===== src/rtl/pipelined_adder_tree.sv =====
// pipelined_adder_tree: balanced binary adder tree over NUM_INPUTS operands plus bias, one register stage per level,
// valid/ready flow control with a global stall, saturating or wrapping output.
module pipelined_adder_tree #(
  parameter int DATA_WIDTH = 32,
  parameter int NUM_INPUTS = 9,
  parameter int SATURATE = 1
) (
  input  logic                             clk,
  input  logic                             rst_n,
  input  logic                             valid_in,
  output logic                             ready_in,
  input  logic [NUM_INPUTS*DATA_WIDTH-1:0] data_in,
  input  logic [DATA_WIDTH-1:0]            bias,
  output logic                             valid_out,
  input  logic                             ready_out,
  output logic [DATA_WIDTH-1:0]            result,
  output logic                             overflow
);
  localparam int OPS = NUM_INPUTS + 1;
  localparam int LEVELS = (OPS > 2) ? $clog2(OPS) : 1;
  localparam int ACC_WIDTH = DATA_WIDTH + LEVELS;
  localparam int W = OPS + 1;
  function automatic int cnt_in(input int l);
    int c;
    c = OPS;
    for (int i = 0; i < l; i++) c = (c + 1) / 2;
    return c;
  endfunction
  logic signed [ACC_WIDTH-1:0] src [LEVELS][W];
  logic signed [ACC_WIDTH-1:0] nxt [LEVELS][W];
  logic signed [ACC_WIDTH-1:0] stg [LEVELS][W];
  logic [LEVELS-1:0] vld;
  logic advance;
  logic signed [ACC_WIDTH-1:0] s;
  // Level l reads the registered outputs of level l-1; level 0 reads the sign-extended ports.
  always_comb begin
    for (int l = 0; l < LEVELS; l++)
      for (int j = 0; j < W; j++) src[l][j] = '0;
    for (int i = 0; i < NUM_INPUTS; i++)
      src[0][i] = ACC_WIDTH'($signed(data_in[i*DATA_WIDTH +: DATA_WIDTH]));
    src[0][NUM_INPUTS] = ACC_WIDTH'($signed(bias));
    for (int l = 1; l < LEVELS; l++)
      for (int j = 0; j < W; j++) src[l][j] = stg[l-1][j];
  end
  // Pair adjacent operands; an odd trailing operand passes through so every path sees the same latency.
  always_comb begin
    for (int l = 0; l < LEVELS; l++)
      for (int j = 0; j < W; j++) nxt[l][j] = '0;
    for (int l = 0; l < LEVELS; l++)
      for (int j = 0; j < (OPS + 1) / 2; j++)
        nxt[l][j] = (2*j + 1 < cnt_in(l)) ? src[l][2*j] + src[l][2*j+1] :
                    (2*j < cnt_in(l)) ? src[l][2*j] : '0;
  end
  always_ff @(posedge clk or negedge rst_n) begin
    if (!rst_n) begin
      vld <= '0;
      for (int l = 0; l < LEVELS; l++)
        for (int j = 0; j < W; j++) stg[l][j] <= '0;
    end else if (advance) begin
      vld <= LEVELS'({vld, valid_in});
      stg <= nxt;
    end
  end
  assign s = stg[LEVELS-1][0];
  assign valid_out = vld[LEVELS-1];
  assign advance = ~valid_out | ready_out;
  assign ready_in = advance;
  // In range exactly when the bits above the DATA_WIDTH sign bit all equal it.
  assign overflow = ~(&s[ACC_WIDTH-1:DATA_WIDTH-1] | ~|s[ACC_WIDTH-1:DATA_WIDTH-1]);
  assign result = (SATURATE != 0 && overflow) ?
                  (s[ACC_WIDTH-1] ? {1'b1, {(DATA_WIDTH-1){1'b0}}} : {1'b0, {(DATA_WIDTH-1){1'b1}}}) :
                  s[DATA_WIDTH-1:0];
endmodule

===== config.mk =====
export PLATFORM = sky130hd
export DESIGN_NAME = pipelined_adder_tree
export DESIGN_NICKNAME = d
export VERILOG_FILES = /design/src/rtl/pipelined_adder_tree.sv
export SDC_FILE = /design/constraint.sdc
export NUM_CORES = 1
export LEC_CHECK = 0
export CAP_MARGIN = 0
export CORE_AREA = 2 2 293 295
export DETAILED_ROUTE_END_ITERATION = 8
export DIE_AREA = 0 0 295 297
export PLACE_DENSITY = 0.6
export SLEW_MARGIN = 20
export SYNTH_ARGS = -nofsm -noshare
export SYNTH_HDL_FRONTEND = slang
export SYNTH_SLANG_ARGS = --single-unit

===== constraint.sdc =====
create_clock -name clk -period 6.75 [get_ports clk]
set_clock_uncertainty 0.15 [all_clocks]
set_input_delay 0.675 -clock clk [delete_from_list [all_inputs] [get_ports clk]]
set_output_delay 0.675 -clock clk [all_outputs]
set_load 0.005 [all_outputs]

==> results of run 1 <==
==> metrics by stage <==
stage / cells / setup WS (ns) / util / hold slack [ns]
2_1_floorplan: 3547 / 3.51 / - / 0.229
3_3_place_gp: 4892 / 2.60 / 0.402 / 0.293
3_5_place_dp: 4892 / 2.60 / 0.402 / 0.299
4_1_cts: 4973 / 3.13 / 0.420 / 0.311
5_1_grt: 4973 / 2.90 / 0.420 / 0.346
6_report: 4973 / 3.06 / 0.420 / 0.308
==> state kept, by name, summed over array words and instances (netlist names) <==
signal,cells
s,36
src,273
nxt,66
vld,4
==> cells in the mapped netlist, types with 36 or more instances <==
library cell / count / area share
a21o_1: 219 / 0.056
a21oi_1: 414 / 0.070
a31oi_1: 36 / 0.0077
and3_1: 40 / 0.0085
clkbuf_1: 146 / 0.019
dfrtp_1: 379 / 0.32
ha_1: 296 / 0.13
inv_1: 75 / 0.0096
nand2_1: 520 / 0.066
nand3_1: 65 / 0.011
nand4_1: 51 / 0.011
nor2_1: 292 / 0.037
nor3_1: 39 / 0.0066
o21ai_0: 207 / 0.035
o21bai_1: 58 / 0.015
xnor2_1: 132 / 0.039
xor2_1: 103 / 0.031
==> layout make-up <==
type | count | area [µm²] | share of cell area
clock buffers | 64 | 1280 | 0.0360
clock inverters | 16 | 223 | 0.00628
inverters | 75 | 289 | 0.00815
multi-input cells | 2928 | 19000 | 0.537
flip-flops and latches | 379 | 9480 | 0.267
well taps | 1144 | 1430 | 0.0404
repair buffers | 367 | 3720 | 0.105
==> cells in the final DEF (no fill, tap or decap), types with 30 or more instances in the layout <==
cell / n
clkdlybuf4s50_1: 357
clkbuf_16: 44
a31oi_1: 36
o21bai_1: 58
ha_1: 296
nor3_1: 39
nand2_1: 520
nor2_1: 291
nand4_1: 51
nand2b_1: 32
o21ai_0: 207
a211oi_1: 30
dfrtp_1: 379
a21o_1: 219
inv_1: 74
xnor2_1: 132
a21oi_1: 414
and3_1: 40
xor2_1: 103
nand3_1: 65
==> power by group <==
group | total, mW | leakage (nW) | internal, mW | switching (mW)
Clock | 2.46 | 0.732 | 1.47 | 0.990
Sequential | 4.30 | 4.43 | 3.42 | 0.879
Combinational | 10.1 | 10.8 | 4.36 | 5.79
==> worst max path at each step <==
stage | start | endpoint
floorplan | data_in[128] | src[1098]
global placement | data_in[128] | src[1106]
detailed placement | data_in[128] | src[1106]
CTS | s[32] | result[7]
global route | src[360] | s[30]
finish | s[32] | result[11]
==> worst reg2reg max path: stages, from the launching register on <==
cell	delay, ns
dfrtp_1	0.42
ha_1	0.22
fa_1	0.42
a211o_1	0.29
a211oi_1	0.28
o21bai_1	0.15
o22ai_1	0.41
o31ai_2	0.21
a21oi_1	0.31
o21ai_0	0.19
xnor2_1	0.22
a21oi_1	0.10
==> metal layers <==
layer	vias to the layer above	share of wire	GRT usage
li1	13300	-	-
met1	12400	0.48	0.262
met2	438	0.47	0.316
met3	74	0.032	0.0165
met4	0	0.016	0.0363
met5	-	0	0
==> cells by family after synthesis <==
kind of cell | share of synthesized area
AO/OA/AOI/OAI | 0.263
flip-flops | 0.322
adder cells (fa/ha/maj) | 0.132
AND/OR/NAND/NOR | 0.177
multiplexers | 0.00396
XOR/XNOR | 0.0700
buffers and inverters | 0.0309
==> metrics.txt, run 1 <==
# TYPE chip_impl_metric gauge
chip_impl_info{name="status",value="complete, no violations"} 1
chip_impl_metric{name="die_height",unit="µm"} 297
chip_impl_metric{name="syn_area_per_cell",unit="µm²"} 8.29
chip_impl_metric{name="grt_remaining_overflow",unit=""} 0
chip_impl_metric{name="fillCellCount",unit=""} 8520
chip_impl_info{name="r2r-start",value="src[360]"} 1
chip_impl_info{name="timing.critical_path.from_type",value="flop"} 1
chip_impl_metric{name="hold-path-cell-count",unit=""} 2
chip_impl_info{name="ys.flop_type",value="dfrtp_1"} 1
chip_impl_metric{name="final.period_utilization",unit=""} 0.546
chip_impl_metric{name="critPathMaxFanout",unit=""} 31
chip_impl_info{name="worst_path_max_delay_cell",value="nor4_1"} 1
chip_impl_metric{name="clkSinkCount",unit=""} 379
chip_impl_metric{name="cp.buffers_inverters",unit=""} 1
chip_impl_metric{name="drive_gt1_frac",unit=""} 0.0345
chip_impl_metric{name="setup_total_negative_slack",unit="ns"} 0
chip_impl_metric{name="power",unit="mW"} 16.9
chip_impl_info{name="path_delay_family",value="simple AND/OR/NAND/NOR gates"} 1
chip_impl_metric{name="htree_num_levels",unit=""} 2
chip_impl_metric{name="cts_resized",unit=""} 0
chip_impl_metric{name="grt_pass1_wl",unit="µm"} 135000
chip_impl_metric{name="max_slew.worst_pin.slew",unit="ns"} 1.02
chip_impl_info{name="worstSetupPathType",value="reg -> out"} 1
chip_impl_metric{name="final-hold-violation-count",unit=""} 0
chip_impl_metric{name="fin_nets",unit=""} 4424
chip_impl_metric{name="design_area",unit="µm²"} 35500
chip_impl_metric{name="yosysWarningCount",unit=""} 0
chip_impl_metric{name="grt_pass1_vias",unit=""} 25400
chip_impl_metric{name="slew_viol_final",unit=""} 0
chip_impl_metric{name="rr_worst_depth",unit=""} 11
chip_impl_metric{name="crit_required",unit="ns"} 5.92
chip_impl_metric{name="drt_first_iter_violations",unit=""} 1564
chip_impl_metric{name="setup.reg_to_reg.worst_slack",unit="ns"} 3.21
chip_impl_metric{name="edff_count_synth",unit=""} 0
chip_impl_metric{name="insertion_delay",unit="ns"} 0.58
chip_impl_metric{name="drt-wirelength-per-cell",unit="µm"} 16.8
chip_impl_metric{name="cts_max_path_buffers",unit=""} 3
chip_impl_metric{name="initial_core_util",unit=""} 0.348
chip_impl_metric{name="gpl.final_weighted_congestion",unit=""} 0.900
chip_impl_metric{name="crit_path_max_incr_delay",unit="ns"} 0.88
chip_impl_metric{name="setup-violations-final",unit=""} 0
chip_impl_metric{name="depth_of_the_critical_timing_path_with_buffers_and_inverters_included",unit=""} 4
chip_impl_metric{name="dieWidth",unit="µm"} 295
chip_impl_metric{name="detail_route.vias_per_cell",unit=""} 5.26
chip_impl_info{name="rsz0062_at_grt",value="no"} 1
chip_impl_info{name="critPathCaptureType",value="output port"} 1
chip_impl_info{name="hp-start",value="nxt[1110]"} 1
chip_impl_metric{name="hold_buffers",unit=""} 1
chip_impl_metric{name="synth_cell_types",unit=""} 91
chip_impl_metric{name="grtUsageTotal",unit=""} 0.188
chip_impl_metric{name="worst_setup_hold_path_clk_slew",unit="ns"} 0.06
chip_impl_metric{name="hpwlAfterDp",unit="µm"} 65100
chip_impl_metric{name="synth-seq-area-share",unit=""} 0.322
chip_impl_metric{name="numPortBuffers",unit=""} 358
chip_impl_metric{name="netlist_area",unit="µm²"} 29400
chip_impl_metric{name="power.leakage",unit="nW"} 16.0
chip_impl_info{name="cp_cell_sequence",value="nor4_1 > nor2_4 > a21o_1 > clkdlybuf4s50_1"} 1
chip_impl_metric{name="post-route-min-period",unit="ns"} 3.69
chip_impl_info{name="cts_tree",value="done"} 1
chip_impl_metric{name="area_growth_syn_to_layout",unit="%"} 20.6
chip_impl_metric{name="rows",unit=""} 107
chip_impl_metric{name="drt-pass1-iter-count",unit=""} 7
chip_impl_metric{name="cts_setup_buffers",unit=""} 0
chip_impl_metric{name="worst_ep_arrival_time",unit="ns"} 2.86
chip_impl_metric{name="dpl-instance-area",unit="µm²"} 33900
chip_impl_metric{name="fmax",unit="MHz"} 271
chip_impl_info{name="whs_endpoint",value="nxt[750]"} 1
chip_impl_metric{name="core_area",unit="µm²"} 84500
chip_impl_info{name="regToRegEndpoint",value="s[30]"} 1
chip_impl_metric{name="synth_nets",unit=""} 4176
chip_impl_metric{name="power_per_cell_area",unit="nW/µm²"} 477
chip_impl_metric{name="vias",unit=""} 26200
chip_impl_metric{name="drc_errors",unit=""} 0
chip_impl_metric{name="cts_buffers",unit=""} 44
chip_impl_metric{name="insertedDiodeCount",unit=""} 0
chip_impl_metric{name="synthesized_instance_count",unit=""} 3547
chip_impl_metric{name="routed_wl",unit="µm"} 83400
chip_impl_metric{name="worst_ir_drop_vdd",unit="µV"} 341
chip_impl_metric{name="postSynthRegisterBits",unit=""} 379
chip_impl_metric{name="antenna_violations_before_repair",unit=""} 1
chip_impl_metric{name="worst_slew_margin_rel",unit=""} 0.312
chip_impl_info{name="hold_path.class",value="reg -> reg"} 1
chip_impl_metric{name="async_reset_ff_frac",unit=""} 1.00
chip_impl_metric{name="cap_violations",unit=""} 0
chip_impl_metric{name="pin_count_of_the_biggest_net_entering_global_routing",unit=""} 209
chip_impl_metric{name="design.die.area",unit="µm²"} 87600
chip_impl_info{name="clockRootBuffer",value="clkbuf_16"} 1
chip_impl_metric{name="top_level_ports",unit=""} 359
chip_impl_metric{name="residual_antenna_violating_net_count_after_detailed_routing",unit=""} 0
No activity file was read; power rests on OpenSTA's default activity.
==> run 2, diff against run 1 <==
- PLACE_DENSITY: 0.6 -> 0.62
- clock period: 6.75 -> 3.3 ns (I/O delays scaled with it)
==> run 2 against run 1 <==
Clock power up 120%. Sequential cell count unchanged. Design area up 3.9%. Power up 110%. Critical path depth up 9. Count of clock-buffer cells in the layout down 7. Core utilization up 1.6 points. Wire length up 1.6%. Global-route usage up 0.34 points. Via count up 2.5%.
==> metrics.txt, run 2 (synthesis gave the netlist of run 1 again) <==
# TYPE chip_impl_metric gauge
chip_impl_metric{name="htree_num_levels",unit=""} 2
chip_impl_info{name="worst_path_max_delay_cell",value="dfrtp_1"} 1
chip_impl_metric{name="initial_core_util",unit=""} 0.348
chip_impl_metric{name="core_area",unit="µm²"} 84500
chip_impl_info{name="rsz0062_at_grt",value="yes"} 1
chip_impl_metric{name="final_cells",unit=""} 5127
chip_impl_metric{name="drive_gt1_frac",unit=""} 0.0758
chip_impl_metric{name="die_height",unit="µm"} 297
chip_impl_info{name="critPathCaptureType",value="flop"} 1
chip_impl_metric{name="max_slew.worst_pin.slew",unit="ns"} 0.690
chip_impl_info{name="status",value="complete, no violations"} 1
chip_impl_metric{name="cts_max_path_buffers",unit=""} 3
chip_impl_metric{name="placed_cells_incl_taps",unit=""} 5043
chip_impl_metric{name="drt-wirelength-per-cell",unit="µm"} 16.5
chip_impl_metric{name="crit_path_max_incr_delay",unit="ns"} 0.41
chip_impl_metric{name="insertedDiodeCount",unit=""} 0
chip_impl_metric{name="power_per_cell_area",unit="nW/µm²"} 974
chip_impl_metric{name="setup-violations-final",unit=""} 0
chip_impl_metric{name="drt-pass1-iter-count",unit=""} 5
chip_impl_metric{name="critPathMaxFanout",unit=""} 4
chip_impl_metric{name="fillCellCount",unit=""} 8457
chip_impl_metric{name="design.die.area",unit="µm²"} 87600
chip_impl_metric{name="rows",unit=""} 107
chip_impl_metric{name="fin_worst_hold_slack",unit="ns"} 0.144
chip_impl_metric{name="crit_required",unit="ns"} 3.61
chip_impl_metric{name="clkSinkCount",unit=""} 379
chip_impl_metric{name="cap_violations",unit=""} 0
chip_impl_metric{name="worst_setup_hold_path_clk_slew",unit="ns"} 0.06
chip_impl_metric{name="grt_pass1_vias",unit=""} 25900
chip_impl_metric{name="numPortBuffers",unit=""} 358
chip_impl_info{name="path_delay_family",value="compound AO/OA/AOI/OAI gates"} 1
chip_impl_metric{name="vias",unit=""} 26800
chip_impl_metric{name="drc_errors",unit=""} 0
chip_impl_metric{name="drt_first_iter_violations",unit=""} 1507
chip_impl_metric{name="insertion_delay",unit="ns"} 0.59
chip_impl_metric{name="worst_slew_margin_rel",unit=""} 0.540
chip_impl_metric{name="pin_count_of_the_biggest_net_entering_global_routing",unit=""} 99
chip_impl_metric{name="area_growth_syn_to_layout",unit="%"} 25.2
chip_impl_metric{name="design_area",unit="µm²"} 36800
chip_impl_metric{name="worst_ep_arrival_time",unit="ns"} 3.50
chip_impl_info{name="timing.critical_path.from_type",value="flop"} 1
chip_impl_info{name="worstSetupPathType",value="reg -> reg"} 1
chip_impl_metric{name="routed_wl",unit="µm"} 84700
chip_impl_metric{name="fmax",unit="MHz"} 314
chip_impl_metric{name="power.leakage",unit="nW"} 16.8
chip_impl_metric{name="cp.buffers_inverters",unit=""} 2
chip_impl_info{name="cp_cell_sequence",value="ha_2 > fa_2 > a211o_1 > a211oi_2 > o21bai_2 > o22ai_2 > buf_4 > o21ai_1 > a21oi_1 > buf_4 > o41ai_1 > xnor2_1 > o21ai_1"} 1
chip_impl_metric{name="residual_antenna_violating_net_count_after_detailed_routing",unit=""} 0
chip_impl_metric{name="worst_ir_drop_vdd",unit="µV"} 582
chip_impl_info{name="layout_commonest_cell",value="nand2_1"} 1
chip_impl_info{name="most-common-layout-cells",value="520 x nand2_1, 413 x a21oi_1, 379 x dfrtp_1"} 1
chip_impl_metric{name="dieWidth",unit="µm"} 295
chip_impl_info{name="cts_tree",value="done"} 1
chip_impl_metric{name="grtUsageTotal",unit=""} 0.191
chip_impl_metric{name="grt_remaining_overflow",unit=""} 0
chip_impl_metric{name="final-hold-violation-count",unit=""} 0
chip_impl_metric{name="final.period_utilization",unit=""} 0.966
chip_impl_info{name="hold_path.class",value="in -> reg"} 1
chip_impl_metric{name="max_reg_flops",unit=""} 273
chip_impl_metric{name="grt_pass1_wl",unit="µm"} 137000
chip_impl_metric{name="slew_viol_final",unit=""} 0
chip_impl_metric{name="cts_buffers",unit=""} 44
chip_impl_metric{name="gpl.final_weighted_congestion",unit=""} 0.933
chip_impl_metric{name="post-route-min-period",unit="ns"} 3.19
chip_impl_metric{name="detail_route.vias_per_cell",unit=""} 5.24
chip_impl_info{name="clockRootBuffer",value="clkbuf_16"} 1
chip_impl_metric{name="antenna_violations_before_repair",unit=""} 3
chip_impl_metric{name="top_level_ports",unit=""} 359
chip_impl_metric{name="dpl-instance-area",unit="µm²"} 35200
chip_impl_metric{name="fin_nets",unit=""} 4577
chip_impl_metric{name="hpwlAfterDp",unit="µm"} 68100
-- run 2: path summary, 6_finish.rpt --
kind | from | endpoint | slack [ns] | depth (start not counted)
setup / recovery | src[360] | s[28] | 0.11 | 13
hold / removal | valid_in | vld[0] | 0.14 | 3
setup reg to reg | src[360] | s[28] | 0.11 | 13
hold reg to reg | nxt[739] | nxt[739] | 0.32 | 2
max in group asynchronous | rst_n | src[365] | 1.95 | 3
min in group asynchronous | rst_n | nxt[1082] | 0.18 | 2
-- run 2: what timing repair did --
item / CTS / global route
hold buffers: 1 / 0
hold endpoints to repair: 72 / 0
endpoints found under the setup margin: 0 / 18
gates resized for setup: 0 / 13
setup buffers: 0 / 2
-- run 2: cell type report --
type	count	area, µm²	area share
clock buffer	57	1230	0.0334
clock inverter	24	364	0.00988
inverter	75	289	0.00785
multi-input combinational	2928	19100	0.518
sequential	379	9480	0.257
tap	1144	1430	0.0389
timing repair buffer	520	4940	0.134
-- run 2: layer usage --
layer  global-route usage  vias to the layer above  part of all wire
met5                    0                        -           0.00037
met3               0.0242                      107             0.036
met2                0.319                      457              0.47
met1                0.260                    12700              0.47
li1                     -                    13600                 -
met4               0.0493                        4             0.024
-- run 2: worst reg2reg max path, stage by stage (launching register included) --
cell	delay (ns)
dfrtp_1	0.41
ha_2	0.20
fa_2	0.34
a211o_1	0.32
a211oi_2	0.31
o21bai_2	0.12
o22ai_2	0.13
buf_4	0.16
o21ai_1	0.10
a21oi_1	0.18
buf_4	0.15
o41ai_1	0.07
xnor2_1	0.32
o21ai_1	0.09
-- run 2: where the power goes --
part,total [mW],internal [mW],switching (mW)
Combinational,21.7,9.60,12.1
Sequential,8.83,6.99,1.84
Clock,5.32,3.22,2.10
Total,35.9,19.8,16.1
-- run 2: metrics by stage --
step / setup TNS [ns] / power, mW / worst slack (ns) / utilization
6_report: 0 / 35.9 / 0.112 / 0.436
5_1_grt: -0.0584 / 39.2 / -0.0439 / 0.436
4_1_cts: 0 / 35.9 / 0.0196 / 0.435
3_5_place_dp: -2.95 / 30.4 / -0.319 / 0.416
3_3_place_gp: -2.24 / 30.2 / -0.298 / 0.416
2_1_floorplan: 0 / 23.6 / 0.403 / -
